--- src/rtl/fixed_point_alu_if.sv ---
// Request/response bundle between the execute stage and the fixed-point unit.
interface fixed_point_alu_if #(parameter int WIDTH = 32);
  logic             start;
  logic [2:0]       operation;
  logic [WIDTH-1:0] operand_1;
  logic [WIDTH-1:0] operand_2;
  logic             busy;
  logic             done;
  logic [WIDTH-1:0] result;
  logic             overflow;
  logic             error;

  modport master (output start, operation, operand_1, operand_2,
                  input  busy, done, result, overflow, error);
  modport slave  (input  start, operation, operand_1, operand_2,
                  output busy, done, result, overflow, error);
endinterface

--- src/rtl/fixed_point_alu.sv ---
// Signed saturating fixed-point ADD/SUB/MUL/SQRT; operands latched when start is seen with busy=0.
// Latency: ADD/SUB 2, MUL (W/C)^2+2, SQRT (W+F)/2+1, illegal 1; start while busy is dropped.
module fixed_point_alu #(
  parameter int WIDTH     = 32,
  parameter int FBITS     = 10,
  parameter int MUL_CHUNK = 16
) (
  input  logic clk,
  input  logic reset,
  fixed_point_alu_if.slave bus
);
  localparam int N    = WIDTH / MUL_CHUNK;
  localparam int CW   = (N > 1) ? $clog2(N) : 1;
  localparam int ITER = (WIDTH + FBITS) / 2;
  localparam int ITW  = $clog2(ITER + 1);
  localparam int RADW = WIDTH + FBITS;
  localparam int RMW  = ITER + 3;
  localparam logic [WIDTH-1:0] MAXV = {1'b0, {(WIDTH-1){1'b1}}};
  localparam logic [WIDTH-1:0] MINV = {1'b1, {(WIDTH-1){1'b0}}};

  typedef enum logic [2:0] {IDLE, ADDSUB, MUL_PP, MUL_SUM, SQRT_IT, FINISH} state_t;
  state_t state_q, state_d;

  logic [2:0]         op_q;
  logic [WIDTH-1:0]   a_q, b_q, res_q;
  logic               ovf_q, err_q;
  logic [2*WIDTH-1:0] acc_q;
  logic [CW-1:0]      i_q, j_q;
  logic [RADW-1:0]    rad_q;
  logic [RMW-1:0]     rem_q;
  logic [ITER-1:0]    root_q;
  logic [ITW-1:0]     it_q;

  logic [WIDTH:0]       sum_ext;
  logic [WIDTH-1:0]     as_res, mag_a, mag_b, mul_res;
  logic                 as_ovf, mul_ovf, mul_neg;
  logic [2*MUL_CHUNK-1:0] pp;
  logic [2*WIDTH-1:0]   pp_sh, mag_sh;
  logic [RMW-1:0]       rem_sh, trial, rem_nxt;
  logic [ITER-1:0]      root_nxt;
  logic                 ge;

  assign bus.busy = (state_q != IDLE);

  always_ff @(posedge clk) begin
    if (reset) state_q <= IDLE;
    else       state_q <= state_d;
  end

  always_comb begin
    state_d = state_q;
    case (state_q)
      IDLE: if (bus.start) begin
        case (bus.operation)
          3'd0, 3'd1: state_d = ADDSUB;
          3'd2:       state_d = MUL_PP;
          3'd3:       state_d = SQRT_IT;
          default:    state_d = FINISH;
        endcase
      end
      ADDSUB:  state_d = FINISH;
      MUL_PP:  if (i_q == CW'(N-1) && j_q == CW'(N-1)) state_d = MUL_SUM;
      MUL_SUM: state_d = FINISH;
      SQRT_IT: if (it_q == ITW'(ITER-1)) state_d = FINISH;
      FINISH:  state_d = IDLE;
      default: state_d = IDLE;
    endcase
  end

  always_comb begin
    sum_ext = op_q[0] ? ({a_q[WIDTH-1], a_q} - {b_q[WIDTH-1], b_q})
                      : ({a_q[WIDTH-1], a_q} + {b_q[WIDTH-1], b_q});
    as_ovf  = sum_ext[WIDTH] ^ sum_ext[WIDTH-1];
    as_res  = as_ovf ? (sum_ext[WIDTH] ? MINV : MAXV) : sum_ext[WIDTH-1:0];

    mag_a   = a_q[WIDTH-1] ? -a_q : a_q;
    mag_b   = b_q[WIDTH-1] ? -b_q : b_q;
    mul_neg = a_q[WIDTH-1] ^ b_q[WIDTH-1];
    pp      = (2*MUL_CHUNK)'(mag_a[int'(i_q)*MUL_CHUNK +: MUL_CHUNK])
            * (2*MUL_CHUNK)'(mag_b[int'(j_q)*MUL_CHUNK +: MUL_CHUNK]);
    pp_sh   = (2*WIDTH)'(pp) << ((int'(i_q) + int'(j_q)) * MUL_CHUNK);
    mag_sh  = acc_q >> FBITS;
    // Negative side may reach exactly 2^(W-1) without clamping.
    if (mul_neg) begin
      mul_ovf = mag_sh > (2*WIDTH)'(MINV);
      mul_res = mul_ovf ? MINV : -mag_sh[WIDTH-1:0];
    end else begin
      mul_ovf = mag_sh > (2*WIDTH)'(MAXV);
      mul_res = mul_ovf ? MAXV : mag_sh[WIDTH-1:0];
    end

    rem_sh   = {rem_q[RMW-3:0], rad_q[RADW-1 -: 2]};
    trial    = RMW'({root_q, 2'b01});
    ge       = rem_sh >= trial;
    rem_nxt  = ge ? (rem_sh - trial) : rem_sh;
    root_nxt = {root_q[ITER-2:0], ge};
  end

  always_ff @(posedge clk) begin
    if (reset) begin
      op_q <= '0; a_q <= '0; b_q <= '0; res_q <= '0; ovf_q <= 1'b0; err_q <= 1'b0;
      acc_q <= '0; i_q <= '0; j_q <= '0;
      rad_q <= '0; rem_q <= '0; root_q <= '0; it_q <= '0;
      bus.done <= 1'b0; bus.result <= '0; bus.overflow <= 1'b0; bus.error <= 1'b0;
    end else begin
      bus.done <= 1'b0;
      case (state_q)
        IDLE: if (bus.start) begin
          op_q   <= bus.operation;
          a_q    <= bus.operand_1;
          b_q    <= bus.operand_2;
          acc_q  <= '0;
          i_q    <= '0;
          j_q    <= '0;
          rad_q  <= {bus.operand_1, {FBITS{1'b0}}};
          rem_q  <= '0;
          root_q <= '0;
          it_q   <= '0;
          res_q  <= '0;
          ovf_q  <= 1'b0;
          err_q  <= (bus.operation > 3'd3);
        end
        ADDSUB: begin
          res_q <= as_res;
          ovf_q <= as_ovf;
        end
        MUL_PP: begin
          acc_q <= acc_q + pp_sh;
          if (j_q == CW'(N-1)) begin
            j_q <= '0;
            i_q <= i_q + 1'b1;
          end else begin
            j_q <= j_q + 1'b1;
          end
        end
        MUL_SUM: begin
          res_q <= mul_res;
          ovf_q <= mul_ovf;
        end
        SQRT_IT: begin
          rem_q  <= rem_nxt;
          root_q <= root_nxt;
          rad_q  <= rad_q << 2;
          it_q   <= it_q + 1'b1;
          // Negative radicands still run every iteration to keep latency fixed.
          if (it_q == ITW'(ITER-1)) begin
            res_q <= a_q[WIDTH-1] ? '0 : WIDTH'(root_nxt);
            err_q <= a_q[WIDTH-1];
          end
        end
        FINISH: begin
          bus.result   <= res_q;
          bus.overflow <= ovf_q;
          bus.error    <= err_q;
          bus.done     <= 1'b1;
        end
        default: ;
      endcase
    end
  end
endmodule

--- src/flat_wrapper.sv ---
// flat-port wrapper written by rule: the top's interface ports become plain ports
module fixed_point_alu_flat 
#(
  parameter int WIDTH     = 32,
  parameter int FBITS     = 10,
  parameter int MUL_CHUNK = 16
)
  (clk, reset, bus_start, bus_operation, bus_operand_1, bus_operand_2, bus_busy, bus_done, bus_result, bus_overflow, bus_error);
  fixed_point_alu_if #(.WIDTH(WIDTH)) bus_i ();
  input  logic clk;
  input  logic reset;
  input wire logic [$bits(bus_i.start)-1:0] bus_start;
  input wire logic [$bits(bus_i.operation)-1:0] bus_operation;
  input wire logic [$bits(bus_i.operand_1)-1:0] bus_operand_1;
  input wire logic [$bits(bus_i.operand_2)-1:0] bus_operand_2;
  output wire logic [$bits(bus_i.busy)-1:0] bus_busy;
  output wire logic [$bits(bus_i.done)-1:0] bus_done;
  output wire logic [$bits(bus_i.result)-1:0] bus_result;
  output wire logic [$bits(bus_i.overflow)-1:0] bus_overflow;
  output wire logic [$bits(bus_i.error)-1:0] bus_error;
  assign bus_i.start = bus_start;
  assign bus_i.operation = bus_operation;
  assign bus_i.operand_1 = bus_operand_1;
  assign bus_i.operand_2 = bus_operand_2;
  assign bus_busy = bus_i.busy;
  assign bus_done = bus_i.done;
  assign bus_result = bus_i.result;
  assign bus_overflow = bus_i.overflow;
  assign bus_error = bus_i.error;
  fixed_point_alu #(.WIDTH(WIDTH), .FBITS(FBITS), .MUL_CHUNK(MUL_CHUNK)) u_core (.clk(clk), .reset(reset), .bus(bus_i));
endmodule
--- config.mk ---
export PLATFORM = sky130hd
export DESIGN_NAME = fixed_point_alu_flat
export DESIGN_NICKNAME = d
export VERILOG_FILES = /design/src/rtl/fixed_point_alu_if.sv /design/src/rtl/fixed_point_alu.sv /design/src/flat_wrapper.sv
export SDC_FILE = /design/constraint.sdc
export NUM_CORES = 2
export LEC_CHECK = 0
export ABC_AREA = 1
export CAP_MARGIN = 30
export CORE_ASPECT_RATIO = 0.75
export CORE_UTILIZATION = 65
export CTS_BUF_LIST = sky130_fd_sc_hd__clkbuf_8
export DETAILED_ROUTE_END_ITERATION = 7
export MAX_ROUTING_LAYER = met4
export PLACE_DENSITY = 0.86
export SETUP_SLACK_MARGIN = 0.02
export SYNTH_ARGS = -nofsm -noshare
export SYNTH_HDL_FRONTEND = slang
export SYNTH_SLANG_ARGS = --single-unit
--- constraint.sdc ---
create_clock -name clk -period 24.6 [get_ports clk]
set_input_delay 7.38 -clock clk [delete_from_list [all_inputs] [get_ports clk]]
set_output_delay 7.38 -clock clk [all_outputs]
set_load 0.1 [all_outputs]
==> results.yml <==
clock_tree:
  cts_sinks: 283
  clkTransAtPathRegs_ns: 0.07
  root_buffer: "clkbuf_8"
  numCtsBuffers: 49
  post-cts-setup-buffers: 0
  cts_max_level: 2
  clockBufferDepth: 3
  worstSkewPairLatency_ns: 0.69
  tritoncts: "done"
  postCtsHoldBufs: 0
  cts_resized: 0
timing:
  setup_viol: 0
  fmax_mhz: 92.2
  setup_ws_ns: 13.75
  layout_min_cycle_time_ns: 10.85
  finalHoldViolations: 0
  finClkSkew_ns: 0.0518
  rsz0062_at_grt: "false"
  tns_ns: 0
  tightestPinTransition_ns: 1.15
  relSlewSlack_pct: 22.7
  slew_violations: 0
  fin_crit_sh_pct: 44.1
placed_design:
  place_area_mm2: 0.0328
  portBuffers: 105
  pre_cts_slack_ns: 14.21
  dp_hpwl_um: 92000
  place_inst: 5509
  gp_congestion: 1.13
global_route:
  grt_pass1_vias: 31646
  grt_max_degree: 94
  grt_use_total_pct: 47.8
  overflow: 0
  antenna_found_initial: 3
  grt_pass1_wl_um: 178000
status:
  outcome: "complete, but fails checks"
  violations: "DRC"
floorplan:
  die_x_um: 256
  fp-row-count: 69
  die_y_um: 192
  fp.dieArea_mm2: 0.0492
  pin_count: 106
  start_util_pct: 66.1
  core_area_mm2: 0.0476
layout:
  drive_gt1_share_pct: 5.00
  fin_area_mm2: 0.0339
  fin_nets: 5416
  fin_cells: 5604
  fill_cells: 4141
  area_growth_pct: 7.98
logic_synthesis:
  synth_cell_types: 64
  syn-num-nets: 5400
  ys_top_cells_by_area: "dfxtp_1, nand2_1, fa_1"
  ys_warn_count: 0
  syn_area_mm2: 0.0314
  synthFlopType: "dfxtp_1"
  ys_ff_latch: 283
  ys_async_sr_fraction_pct: 0
  synth_top_area_share_pct: 18.0
  synth_edf_count: 0
  postSynthAreaPerCell_um2: 6.41
  post-synth-top-count-cell: "nand2_1"
  ys_seq_area_share_pct: 18.0
  yosysTopAreaCell: "dfxtp_1"
  syn_inst: 4905
  synth_common_cells: "nand2_1, inv_1, nor2_1"
critical_path:
  critical_path_class: "flip-flop to flip-flop"
  reg2reg_from: "u_core.a_q[31]"
  crit_arrival_ns: 11.37
  rr_endpoint: "u_core.acc_q[61]"
  critPathCaptureType: "flip-flop"
  cp_common_cell: "nand2_1"
  startpoint_type: "flip-flop"
  max_stage_delay_ns: 0.69
  crit_required_ns: 25.13
  reg2reg_depth: 40
  cp_slowest_cell: "a31oi_2"
  path_max_fanout: 50
  r2r_slack_ns: 13.75
detailed_routing:
  vias: 34410
  drcViolationCount: 2
  wl_per_cell_um: 20.7
  first_pass_iters: 8
  vias_per_cell: 6.14
  ant_nets: 0
  routed_wl_um: 116000
  drtIter0Drc: 4982
min_path:
  holdPathStages: 2
  hp-class: "flip-flop to flip-flop"
  hold_start: "u_core.rad_q[14]"
  worstHoldEndpoint: "u_core.rad_q[16]"
job:
  max-cap-violations: 0
## layer usage
metal | up-vias | global-route usage (%) | share of wire [%] | wire [um]
met5 | - | - | 0 | 0
met4 | 0 | 16.3 | 3.8 | 4420
met3 | 369 | 15.9 | 16 | 18100
met2 | 2456 | 67.5 | 40 | 46600
met1 | 15701 | 63.7 | 40 | 46800
li1 | 15884 | - | - | -
## worst max path at each step
stage	start	slack, ns	end
6_report	u_core.a_q[31]	13.75	u_core.acc_q[61]
5_1_grt	u_core.b_q[0]	13.25	u_core.acc_q[46]
4_1_cts	u_core.b_q[0]	14.19	u_core.acc_q[61]
3_5_place_dp	u_core.b_q[0]	14.21	u_core.acc_q[61]
3_3_place_gp	u_core.b_q[0]	14.30	u_core.acc_q[61]
2_1_floorplan	u_core.state_q[1]	16.05	bus_busy
## flip-flops by register name, indices dropped and copies added (netlist names), 3 cells and up
name and count:
u_core.a_q 32, u_core.acc_q 64, u_core.b_q 32, u_core.bus.result 32, u_core.it_q 5, u_core.rad_q 32
u_core.rem_q 22, u_core.res_q 32, u_core.root_q 21, u_core.state_q 3
## cells in the final DEF, fill, tap and decap left out, types with 7 or more instances in the layout
master and n:
nand2_1 1213, inv_1 665, nor2_1 584, a21oi_1 459, o21ai_0 312, dfxtp_1 283
nand3_1 249, ha_1 229, fa_1 196, clkdlybuf4s50_1 104, clkbuf_8 62, a31oi_1 60
xor2_1 56, nor3_1 47, nand4_1 40, inv_2 39, xnor2_1 28, a21o_1 27
or2_2 24, o211ai_1 24, o21bai_1 22, buf_4 21, nand2_2 20, o21ai_1 18
nor4_1 16, nand3_2 13, nor2_2 13, nand3b_1 13, o22ai_1 10, nor2_4 9
a211oi_1 7, clkinv_2 7
## critical path: cells and delay by family, from the launching register on
kind / cells / cell delay (ns)
flops: 1 / 0.33
simple gates: 16 / 2.31
buf+inv: 8 / 1.67
fa+ha+maj: 8 / 4.06
xor+xnor: 1 / 0.31
compound gates: 7 / 1.99
## final cells by class
type / instances / area (um^2) / area share, %
multi-input cells: 3761 / 22500 / 66.2
flip-flops and latches: 283 / 5670 / 16.7
well taps: 639 / 800 / 2.36
diodes: 5 / 12.5 / 0.0369
repair buffers: 126 / 1210 / 3.57
clock inverters: 28 / 315 / 0.929
clock buffers: 62 / 853 / 2.51
inverters: 700 / 2630 / 7.74
## cells by family after synthesis
group                    Yosys count  synth area share (%)
multiplexers                       1                0.0318
AND/OR/NAND/NOR                 2268                  30.2
AO/OA/AOI/OAI                    983                  17.2
flip-flops                       283                  18.0
XOR/XNOR                          84                  2.34
adder cells (fa/ha/maj)          425                  21.6
buffers and inverters            861                  10.6
## metrics by stage
| stage | hold slack [ns] | utilization, % |
|---|---|---|
| final | 0.463 | 71.3 |
| after global routing | 0.481 | 71.3 |
| after CTS | 0.456 | 71.3 |
| after detailed placement | 0.455 | 68.9 |
| after global placement | 0.450 | 68.9 |
| after floorplan | 0.436 | - |
Power is not shown: default switching activity piles up to over one toggle a cycle in this logic, so the estimate is an artifact.
